`src/rtl/cla_pkg.sv`:
```
// Shared constants and the group propagate/generate helper for the pipelined CLA.
package cla_pkg;

  localparam int ALU_W = 32;
  localparam int GRP_MAX = 8;

  localparam logic OP_ADD = 1'b0;
  localparam logic OP_SUB = 1'b1;

  typedef struct packed {
    logic p;
    logic g;
  } pg_t;

  // Group P/G over the low n bits; upper bits of the vectors are ignored.
  function automatic pg_t grp_pg(input logic [GRP_MAX-1:0] p,
                                 input logic [GRP_MAX-1:0] g,
                                 input int n);
    pg_t r;
    r.p = 1'b1;
    r.g = 1'b0;
    for (int i = 0; i < GRP_MAX; i++) begin
      if (i < n) begin
        r.g = g[i] | (p[i] & r.g);
        r.p = r.p & p[i];
      end
    end
    return r;
  endfunction

endpackage

```
`src/rtl/cla_slice.sv`:
```
// Combinational SW-bit carry-lookahead slice built from GRP-bit groups.
module cla_slice
  import cla_pkg::*;
#(
  parameter int SW  = 16,
  parameter int GRP = 4
) (
  input  logic [SW-1:0] a,
  input  logic [SW-1:0] b,
  input  logic          cin,
  output logic [SW-1:0] sum,
  output logic          cout,
  output logic          pout,
  output logic          gout
);

  localparam int NG = SW / GRP;

  if (GRP > GRP_MAX || GRP < 1 || (SW % GRP) != 0) begin : g_bad_grp
    $error("cla_slice: GRP must divide SW and not exceed GRP_MAX");
  end

  logic [SW-1:0]      p;
  logic [SW-1:0]      g;
  logic [SW-1:0]      c;
  logic [NG-1:0]      gp;
  logic [NG-1:0]      gg;
  logic [NG-1:0]      gc;
  logic [GRP_MAX-1:0] tp;
  logic [GRP_MAX-1:0] tg;
  pg_t                pg;

  always_comb begin
    p  = a ^ b;
    g  = a & b;
    gp = '0;
    gg = '0;
    tp = '0;
    tg = '0;
    pg = '0;
    for (int j = 0; j < NG; j++) begin
      tp = '0;
      tg = '0;
      tp[GRP-1:0] = p[j*GRP +: GRP];
      tg[GRP-1:0] = g[j*GRP +: GRP];
      pg    = grp_pg(tp, tg, GRP);
      gp[j] = pg.p;
      gg[j] = pg.g;
    end
  end

  // Every carry is a flat sum-of-products of lower generates, not a ripple chain.
  always_comb begin : p_carry
    logic acc;
    logic pp;
    acc  = 1'b0;
    pp   = 1'b1;
    gc   = '0;
    c    = '0;
    gout = 1'b0;
    for (int j = 0; j <= NG; j++) begin
      acc = 1'b0;
      pp  = 1'b1;
      for (int m = j - 1; m >= 0; m--) begin
        acc = acc | (gg[m] & pp);
        pp  = pp & gp[m];
      end
      if (j < NG) gc[j] = acc | (pp & cin);
      else        gout  = acc;
    end
    for (int j = 0; j < NG; j++) begin
      for (int i = 0; i < GRP; i++) begin
        acc = 1'b0;
        pp  = 1'b1;
        for (int m = i - 1; m >= 0; m--) begin
          acc = acc | (g[j*GRP + m] & pp);
          pp  = pp & p[j*GRP + m];
        end
        c[j*GRP + i] = acc | (pp & gc[j]);
      end
    end
  end

  assign pout = &gp;
  assign cout = gout | (pout & cin);
  assign sum  = p ^ c;

endmodule

```
`src/rtl/cla_pipe_adder.sv`:
```
// Pipelined carry-lookahead adder/subtractor: one SW-bit slice per stage,
// slice carry registered forward, upper operand slices skewed behind it.
module cla_pipe_adder
  import cla_pkg::*;
#(
  parameter int WIDTH  = ALU_W,
  parameter int STAGES = 2,
  parameter int GRP    = 4
) (
  input  logic             clk,
  input  logic             rst_n,
  input  logic             in_valid,
  output logic             in_ready,
  input  logic [WIDTH-1:0] a,
  input  logic [WIDTH-1:0] b,
  input  logic             cin,
  input  logic             sub,
  output logic             out_valid,
  input  logic             out_ready,
  output logic [WIDTH-1:0] sum,
  output logic             cout,
  output logic             ovf,
  output logic             zero
);

  localparam int SW   = WIDTH / STAGES;
  localparam int LAST = STAGES - 1;

  if (STAGES < 1 || STAGES > 8 || (WIDTH % (STAGES * GRP)) != 0) begin : g_bad_cfg
    $error("cla_pipe_adder: need STAGES in 1..8 and WIDTH a multiple of STAGES*GRP");
  end

  logic [WIDTH-1:0]  b_eff;
  logic              c_eff;
  logic [STAGES-1:0] v;
  logic [STAGES-1:0] ld;
  logic [STAGES-1:0] c_q;
  logic [WIDTH-1:0]  opa_q [STAGES];
  logic [WIDTH-1:0]  opb_q [STAGES];
  logic [WIDTH-1:0]  sum_q [STAGES];
  logic              ovf_q;
  logic              zero_q;

  assign b_eff = (sub == OP_SUB) ? ~b   : b;
  assign c_eff = (sub == OP_SUB) ? ~cin : cin;

  // A stage may load when empty or when its occupant leaves this cycle.
  always_comb begin : p_flow
    logic nxt;
    nxt = out_ready;
    ld  = '0;
    for (int k = LAST; k >= 0; k--) begin
      ld[k] = ~v[k] | nxt;
      nxt   = ld[k];
    end
  end

  for (genvar k = 0; k < STAGES; k++) begin : g_stage
    logic [WIDTH-1:0] a_src;
    logic [WIDTH-1:0] b_src;
    logic [WIDTH-1:0] s_base;
    logic [WIDTH-1:0] s_nxt;
    logic [SW-1:0]    op_a;
    logic [SW-1:0]    op_b;
    logic [SW-1:0]    s;
    logic             ci;
    logic             vin;
    logic             co;
    logic             po;
    logic             go;
    logic             c_out;
    logic             unused_co;
    logic             v_r;
    logic             c_r;
    logic [WIDTH-1:0] s_r;

    if (k == 0) begin : g_in
      assign a_src  = a;
      assign b_src  = b_eff;
      assign ci     = c_eff;
      assign vin    = in_valid;
      assign s_base = '0;
    end else begin : g_mid
      assign a_src  = opa_q[k-1];
      assign b_src  = opb_q[k-1];
      assign ci     = c_q[k-1];
      assign vin    = v[k-1];
      assign s_base = sum_q[k-1];
    end

    assign op_a = a_src[k*SW +: SW];
    assign op_b = b_src[k*SW +: SW];

    cla_slice #(
      .SW  (SW),
      .GRP (GRP)
    ) u_slice (
      .a    (op_a),
      .b    (op_b),
      .cin  (ci),
      .sum  (s),
      .cout (co),
      .pout (po),
      .gout (go)
    );

    assign c_out     = go | (po & ci);
    assign unused_co = co;

    always_comb begin
      s_nxt = s_base;
      s_nxt[k*SW +: SW] = s;
    end

    always_ff @(posedge clk or negedge rst_n) begin
      if (!rst_n) begin
        v_r <= 1'b0;
        c_r <= 1'b0;
        s_r <= '0;
      end else if (ld[k]) begin
        v_r <= vin;
        if (vin) begin
          c_r <= c_out;
          s_r <= s_nxt;
        end
      end
    end

    assign v[k]     = v_r;
    assign c_q[k]   = c_r;
    assign sum_q[k] = s_r;

    if (k < LAST) begin : g_skew
      logic [WIDTH-1:0] a_r;
      logic [WIDTH-1:0] b_r;
      always_ff @(posedge clk or negedge rst_n) begin
        if (!rst_n) begin
          a_r <= '0;
          b_r <= '0;
        end else if (ld[k] && vin) begin
          a_r <= a_src;
          b_r <= b_src;
        end
      end
      assign opa_q[k] = a_r;
      assign opb_q[k] = b_r;
    end else begin : g_flags
      assign opa_q[k] = '0;
      assign opb_q[k] = '0;
      // Carry into the MSB is recovered from the MSB sum bit and its operands.
      always_ff @(posedge clk or negedge rst_n) begin
        if (!rst_n) begin
          ovf_q  <= 1'b0;
          zero_q <= 1'b0;
        end else if (ld[k] && vin) begin
          ovf_q  <= (s[SW-1] ^ op_a[SW-1] ^ op_b[SW-1]) ^ c_out;
          zero_q <= (s_nxt == '0);
        end
      end
    end
  end

  assign in_ready  = ld[0];
  assign out_valid = v[LAST];
  assign sum       = sum_q[LAST];
  assign cout      = c_q[LAST];
  assign ovf       = ovf_q;
  assign zero      = zero_q;

endmodule
```
`config.mk`:
```
export PLATFORM = sky130hd
export DESIGN_NAME = cla_pipe_adder
export DESIGN_NICKNAME = d
export VERILOG_FILES = /design/src/rtl/cla_pkg.sv /design/src/rtl/cla_slice.sv /design/src/rtl/cla_pipe_adder.sv
export SDC_FILE = /design/constraint.sdc
export NUM_CORES = 1
export LEC_CHECK = 0
export CORE_MARGIN = 2
export CORE_UTILIZATION = 56
export DETAILED_ROUTE_END_ITERATION = 8
export PLACE_DENSITY = 0.91
export RECOVER_POWER = 25
export SLEW_MARGIN = 15
export SYNTH_ARGS = -nofsm -noshare
export SYNTH_HDL_FRONTEND = slang
export SYNTH_SLANG_ARGS = --single-unit
```
`constraint.sdc`:
```
create_clock -name clk -period 10.05 [get_ports clk]
set_input_delay 2.01 -clock clk [delete_from_list [all_inputs] [get_ports clk]]
set_output_delay 2.01 -clock clk [all_outputs]
set_load 0.01 [all_outputs]
```
==> results of run 1 <==
[registers in the layout, indices dropped and copies added (netlist names)]
name / count
cout: 1
ovf: 1
sum: 32
g_stage.c_r: 1
g_stage.g_skew.b_r: 16
out_valid: 1
zero: 1
g_stage.g_skew.a_r: 16
g_stage.s_r: 16
g_stage.v_r: 1
[worst reg2reg max path: cells and delay by family, from the launching register on]
kind / cells / cell delay [ps]
and+or+nand+nor: 4 / 750
xor gates and xnor gates: 1 / 300
DFF: 1 / 400
AOI/OAI and AO/OA: 6 / 1690
adders and majority gates: 2 / 750
[layer usage]
layer / vias up / wire length [um] / track usage
met5: - / 0 / 0
met4: 0 / 318 / 0.0948
met3: 24 / 645 / 0.0404
li1: 1947 / - / -
met1: 2019 / 4810 / 0.315
met2: 125 / 6130 / 0.447
[cells in the mapped netlist, types with 3 or more instances]
master and number:
nand3_1 9, ha_1 32, xor2_1 30, nand2b_1 5, a211oi_1 8, a21oi_1 13
a21o_1 6, o31ai_1 4, nand4_1 3, a31oi_1 3, nor4_1 6, nor3_1 3
clkbuf_1 18, inv_1 22, o21ai_0 50, dfrtp_1 86, fa_1 8, xnor2_1 24
mux2_2 20, nand2_1 108, and2_1 4, o21a_1 3, nor2_1 11
[final cells by class]
| cell class | count | area (um^2) | area share |
|---|---|---|---|
| tap | 108 | 135 | 0.0214 |
| multi-input combinational | 383 | 2700 | 0.427 |
| timing repair buffer | 107 | 1060 | 0.167 |
| sequential | 86 | 2150 | 0.341 |
| clock buffer | 10 | 128 | 0.0202 |
| inverter | 22 | 82.6 | 0.0131 |
| clock inverter | 5 | 60.1 | 0.00951 |
[cell usage in the layout (no fill, tap or decap), drive strengths merged, types with 11 or more instances in the layout]
| master | n |
|---|---|
| nand2 | 108 |
| clkdlybuf4s50 | 104 |
| dfrtp | 86 |
| o21ai | 52 |
| ha | 32 |
| xor2 | 30 |
| xnor2 | 25 |
| inv | 23 |
| mux2 | 20 |
| a21oi | 14 |
| nor2 | 11 |
| clkbuf | 11 |
[logic make-up after synthesis]
group | after synthesis | share of synthesized area
and+or+nand+nor | 158 | 0.137
buffers and inverters | 41 | 0.0323
AOI/OAI and AO/OA | 110 | 0.143
xor gates and xnor gates | 55 | 0.100
DFF | 86 | 0.430
muxes | 20 | 0.0450
adders and majority gates | 40 | 0.112
[power by group through the flow]
stage / logic (mW) / registers, mW / clock network, mW
after global routing: 0.580 / 0.523 / 0.255
after CTS: 0.535 / 0.509 / 0.242
after floorplan: 0.272 / 0.527 / 0
final: 0.534 / 0.510 / 0.241
after detailed placement: 0.532 / 0.515 / 0
after global placement: 0.510 / 0.509 / 0
[metrics by stage]
stage / hold WS (ps) / cell area (um^2) / instances / setup WS (ps) / power [mW]
finish: 490 / 6310 / 721 / 4320 / 1.28
CTS: 494 / 6310 / 721 / 4820 / 1.29
detailed placement: 471 / 6120 / 706 / 4780 / 1.05
floorplan: 452 / 5000 / 510 / 5290 / 0.799
global placement: 461 / 6120 / 706 / 4850 / 1.02
global route: 526 / 6310 / 721 / 3340 / 1.36
[worst min-delay path by stage]
stage / from / to / slack (ps) / depth (start not counted)
finish: cout / cout / 490 / 2
global placement: sum[25] / sum[25] / 460 / 2
global route: sum[26] / sum[26] / 530 / 2
floorplan: g_stage[0].g_skew.a_r[17] / g_stage[0].g_skew.a_r[17] / 450 / 2
detailed placement: g_stage[0].g_skew.a_r[29] / g_stage[0].g_skew.a_r[29] / 470 / 2
CTS: sum[22] / sum[22] / 490 / 2
==> metrics.csv, run 1 <==
metric,value,unit
tns_setup,0,ps
gp_congestion,0.907,
yosys.cell_types.count,50,
yosys_register_bits,86,
worst_setup_path_end_kind,async pin,
synth_edf_count,0,
grt_antenna_before_repair,0,
critPathMaxStageDelay,3090,ps
startpoint,rst_n,
final_hold_vio_count,0,
area_growth,26.2,%
detailedRoute.firstPassIterationCount,5,
clock-sinks,86,
rows,34,
tightest_slew,4470,ps
vias_per_cell,5.71,
detailedRoute.firstIterationViolations,179,
final_core_utilization,0.727,
ys.flop_type,dfrtp_1,
holdBufCountCts,0,
critPathLaunchType,primary input,
timing.rr.end,zero,
worstPathMaxFanout,86,
die_h,98.5,um
synthDominantAreaCellType,dfrtp_1,
seq_power_share,0.397,
grt_first_pass_wirelength,19.8,mm
run_status,finished with violations,
detailedPlacementHpwl,8.99,mm
layout-drive-gt1-share,0.0685,
top_level_ports,107,
worstPathRequired,9460,ps
post_synth_main_area_contributors,"dfrtp_1 (43%), nand2_1 (8.1%), ha_1 (8.0%)",
power.density,204,nW/um^2
slew_violations,87,
critical_path.endpoint,g_stage[0].g_skew.b_r[17],
worstHoldPathType,reg -> reg,
intPower,830,uW
source_to_sink_clock_delay_at_the_later_pin_of_the_worst_skew_pair,350,ps
cts_inserted_buffers,9,
wl_per_cell,16.5,um
detail_route.wirelength,11.9,mm
cts.reportedPaths.clkPinSlew,80,ps
maximum_number_of_pins_on_one_net_before_global_route_repair,87,
part_of_the_total_power_dissipated_in_the_clock_network,0.187,
start_util,0.577,
max_freq,0.174,GHz
cts_setup_buffers,0,
synth_largest_type_area_fraction,0.430,
worstSetupPathType,in -> async,
timing.final.setup_violations,0,
antenna-diode-count,0,
clock_tree.root_cell,clkbuf_8,
timing.rr.start,g_stage[0].g_skew.a_r[21],
power.share.switching,0.354,
yosysSeqAreaShare,0.430,
arrival,5150,ps
critical-path-top-delay-family,buffers and inverters,
total_of_buffers_placed_on_input_and_output_ports,106,
period_needed,5730,ps
leakagePower,2.81,nW
crit_cells,1,
dieArea,9710,um^2
vdd.ir_drop.worst,0.108,mV
width_of_the_die,98.5,um
grt_pass1_vias,4290,
crit_path_top_delay_cell,clkbuf_1,
synthArstFlopShare,1.00,
skew,9.92,ps
count_of_instances_resized_after_the_clock_tree_is_built,0,
syn-mean-instance-area,9.81,um^2
synth.net_count,620,
synthesis.instances,510,
cap_viol_max_count,1,
power.combinational.fraction,0.416,
crit_buf_inv,1,
final.period_utilization,0.571,
grt_overflow,0,
worst_r2r_path_depth,13,
setup_slack_reg_to_reg,6090,ps
violations,"max-capacitance violations, max-slew violations",
drc,0,
ys.warnings.count,0,
cts_max_path_buffers,2,
netlist_area,5000,um^2
core,8680,um^2
switchingPower,454,uW
rsz0062_at_grt,false,
final.fill_count,619,
routed-via-count,4115,
slew-limit-headroom,-1.98,
finish.net_count,719,
number_of_h_tree_branching_levels,3,
groute.usage.overall,0.254,
critical_path.cell_chain,clkbuf_1,
antenna_violating_nets_remaining,0,
clock_tree_from_tritoncts,done,
Note: power is estimated with default switching activity, not from simulation.
==> inputs of run 2 (changes only) <==
--- a/config.mk
+++ b/config.mk
@@ -6,9 +6,9 @@
 export NUM_CORES = 1
 export LEC_CHECK = 0
 export CORE_MARGIN = 2
-export CORE_UTILIZATION = 56
+export CORE_UTILIZATION = 47
 export DETAILED_ROUTE_END_ITERATION = 8
-export PLACE_DENSITY = 0.91
+export PLACE_DENSITY = 0.82
 export RECOVER_POWER = 25
 export SLEW_MARGIN = 15
 export SYNTH_ARGS = -nofsm -noshare
==> constraint.sdc (replaced) <==
create_clock -name clk -period 4.9 [get_ports clk]
set_input_delay 0.98 -clock clk [delete_from_list [all_inputs] [get_ports clk]]
set_output_delay 0.98 -clock clk [all_outputs]
set_load 0.01 [all_outputs]
==> run 2 against run 1 <==
  * The flow still finishes with violations (max-capacitance violations, max-slew violations)
  * Die area up 18%
  * Clock skew is 0.69 ps higher
  * Sequential cell count did not move
  * Register-to-register slack got worse by 5000 ps
  * First-iteration DRC count down 31%
  * Clock power is 110% higher
  * Combinational power rose by 100%
  * Largest cell class unchanged
==> metrics.csv, run 2 (same netlist as run 1, synthesis figures left out) <==
metric,value,unit,change
run_status,finished with violations,,unchanged
violations,"max-capacitance violations, max-slew violations",,unchanged
critPathMaxStageDelay,460,ps,was 3090 ps
worstSetupPathType,reg -> reg,,was in -> async
final.period_utilization,0.774,,
hold_path.startpoint,g_stage[0].g_skew.a_r[26],,was cout
vdd.ir_drop.worst,0.178,mV,was 0.108 mV
area_growth,27.6,%,was 26.2%
rsz0062_at_grt,false,,unchanged
leakagePower,2.83,nW,was 2.81 nW
die_h,107,um,was 98.5 um
critPathLaunchType,flip-flop,,was primary input
width_of_the_die,107,um,was 98.5 um
clock_tree_from_tritoncts,done,,unchanged
finish.net_count,722,,was 719
gp_congestion,0.909,,was 0.907
maximum_number_of_pins_on_one_net_before_global_route_repair,87,,unchanged
cts_max_path_buffers,2,,unchanged
crit_path_top_delay_cell,fa_1,,was clkbuf_1
core,10300,um^2,was 8680 um^2
layout.cells.most_common,nand2_1,,unchanged
slew_violations,87,,unchanged
worst_r2r_path_depth,13,,unchanged
cpMostUsedCell,nand2_1,,
tightest_slew,2050,ps,was 4470 ps
hold-path-cell-count,2,,unchanged
grt_pass1_vias,3975,,was 4290
grt_overflow,0,,unchanged
cts_setup_buffers,0,,unchanged
timing.final.setup_violations,0,,unchanged
holdBufCountCts,0,,unchanged
max_reg_flops,32,,unchanged
setup_slack_reg_to_reg,1110,ps,was 6090 ps
antenna_violating_nets_remaining,0,,unchanged
cap_viol_max_count,1,,unchanged
rows,37,,was 34
timing.rr.end,zero,,unchanged
worstHoldPathType,reg -> reg,,unchanged
grt_first_pass_wirelength,19.0,mm,was 19.8 mm
detailedPlacementHpwl,9.13,mm,was 8.99 mm
detailedRoute.firstPassIterationCount,4,,was 5
period_needed,3790,ps,
drc,0,,unchanged
multiInputGateArea,2690,um^2,was 2700 um^2
top_level_ports,107,,unchanged
worstPathMaxFanout,6,,was 86
wl_per_cell,15.4,um,was 16.5 um
critical_path.cell_chain,ha_1 -> a2111oi_0 -> o21ai_1 -> a21oi_2 -> nand2b_1 -> nand2_1 -> fa_1 -> nor4_1 -> nand2_1 -> or4_1 -> a221oi_1 -> o21ai_0 -> o31ai_1,,was clkbuf_1
start_util,0.485,,was 0.577
total_of_buffers_placed_on_input_and_output_ports,106,,unchanged
slew-limit-headroom,-0.370,,was -1.98
detail_route.wirelength,11.6,mm,was 11.9 mm
arrival,4060,ps,was 5150 ps
detailedRoute.firstIterationViolations,124,,was 179
routed-via-count,3984,,was 4115
number_of_placed_instances_with_taps_included,737,,was 706
clock-sinks,86,,unchanged
hold-path-endpoint,g_stage[0].g_skew.a_r[26],,was cout
vias_per_cell,5.29,,was 5.71
antenna-diode-count,0,,unchanged
final_hold_vio_count,0,,unchanged
worstPathRequired,5170,ps,was 9460 ps
clock_tree.root_cell,clkbuf_8,,unchanged
cts_inserted_buffers,9,,unchanged
final.fill_count,865,,was 619
power.density,413,nW/um^2,was 204 nW/um^2
groute.usage.overall,0.213,,was 0.254
layout-drive-gt1-share,0.0778,,was 0.0685
source_to_sink_clock_delay_at_the_later_pin_of_the_worst_skew_pair,360,ps,was 350 ps
most-common-layout-cells,"nand2_1 (107), clkdlybuf4s50_1 (103), dfrtp_1 (86), o21ai_0 (50), ha_1 (32)",,"was nand2_1 (107), clkdlybuf4s50_1 (104), dfrtp_1 (86), o21ai_0 (50), ha_1 (32)"
max_freq,0.264,GHz,
place_worst_setup_slack,935,ps,was 4780 ps
number_of_h_tree_branching_levels,3,,unchanged
timing.rr.start,g_stage[0].g_skew.a_r[21],,unchanged
tns_setup,0,ps,unchanged
count_of_instances_resized_after_the_clock_tree_is_built,0,,unchanged
skew,10.6,ps,was 9.92 ps
finish.cell_count_without_fillers,753,,was 721
grt_antenna_before_repair,0,,unchanged
layout.area.seq,2150,um^2,unchanged
dieArea,11500,um^2,was 9710 um^2
layout_setup_ws,1110,ps,was 4320 ps
cts.reportedPaths.clkPinSlew,80,ps,about the same
worst_setup_path_end_kind,flip-flop,,was async pin
-- run 2: cell count changes in the layout (fill, tap and decap cells not counted) --
cell	previous run	this run
buf_4	1	4
clkbuf_1	2	0
clkbuf_2	0	1
clkbuf_8	9	10
clkdlybuf4s50_1	104	103
clkinv_4	1	2
dlygate4sd3_1	0	1
nand2_2	0	1
nand2_4	1	0
-- run 2: per-stage QoR --
step                      area [um^2]  hold WS, ps  utilization  power (mW)
final                            6380          490        0.618        2.64
after global routing             6380          520        0.618        2.83
after CTS                        6390          497        0.619        2.67
after detailed placement         6180          476        0.599        2.15
after global placement           6180          465        0.599        2.12
after floorplan                  5000          452            -        1.64
-- run 2: worst max path at each step --
stage	endpoint	slack (ps)	from	cells after the start
5_1_grt	zero	790	g_stage[0].g_skew.a_r[21]	13
3_5_place_dp	g_stage[0].s_r[12]	940	sub	10
4_1_cts	zero	1080	g_stage[0].g_skew.a_r[21]	13
2_1_floorplan	g_stage[0].s_r[12]	1170	sub	11
6_report	zero	1110	g_stage[0].g_skew.a_r[21]	13
3_3_place_gp	g_stage[0].s_r[12]	1150	sub	10
-- run 2: worst max-delay path, delay by kind of cell (launching register included) --
| kind | cells | cell delay [ps] |
|---|---|---|
| adders and majority gates | 2 | 810 |
| AOI/OAI and AO/OA | 6 | 1580 |
| DFF | 1 | 390 |
| and+or+nand+nor | 5 | 910 |
-- run 2: final cells by class --
class                      count  share of cell area
multi-input combinational    383               0.422
sequential                    86               0.337
timing repair buffer         110               0.169
tap                          136              0.0267
clock buffer                  10              0.0216
inverter                      22              0.0129
clock inverter                 6              0.0108
-- run 2: layer usage --
| metal | track usage | wire length [um] |
|---|---|---|
| met1 | 0.273 | 5080 |
| met2 | 0.350 | 5630 |
| met3 | 0.0486 | 626 |
| met4 | 0.0807 | 282 |
| met5 | 0 | 0 |
-- run 2: power breakdown --
part | switching (mW) | internal, mW
Combinational | 0.523 | 0.559
Clock | 0.256 | 0.252
Sequential | 0.141 | 0.909
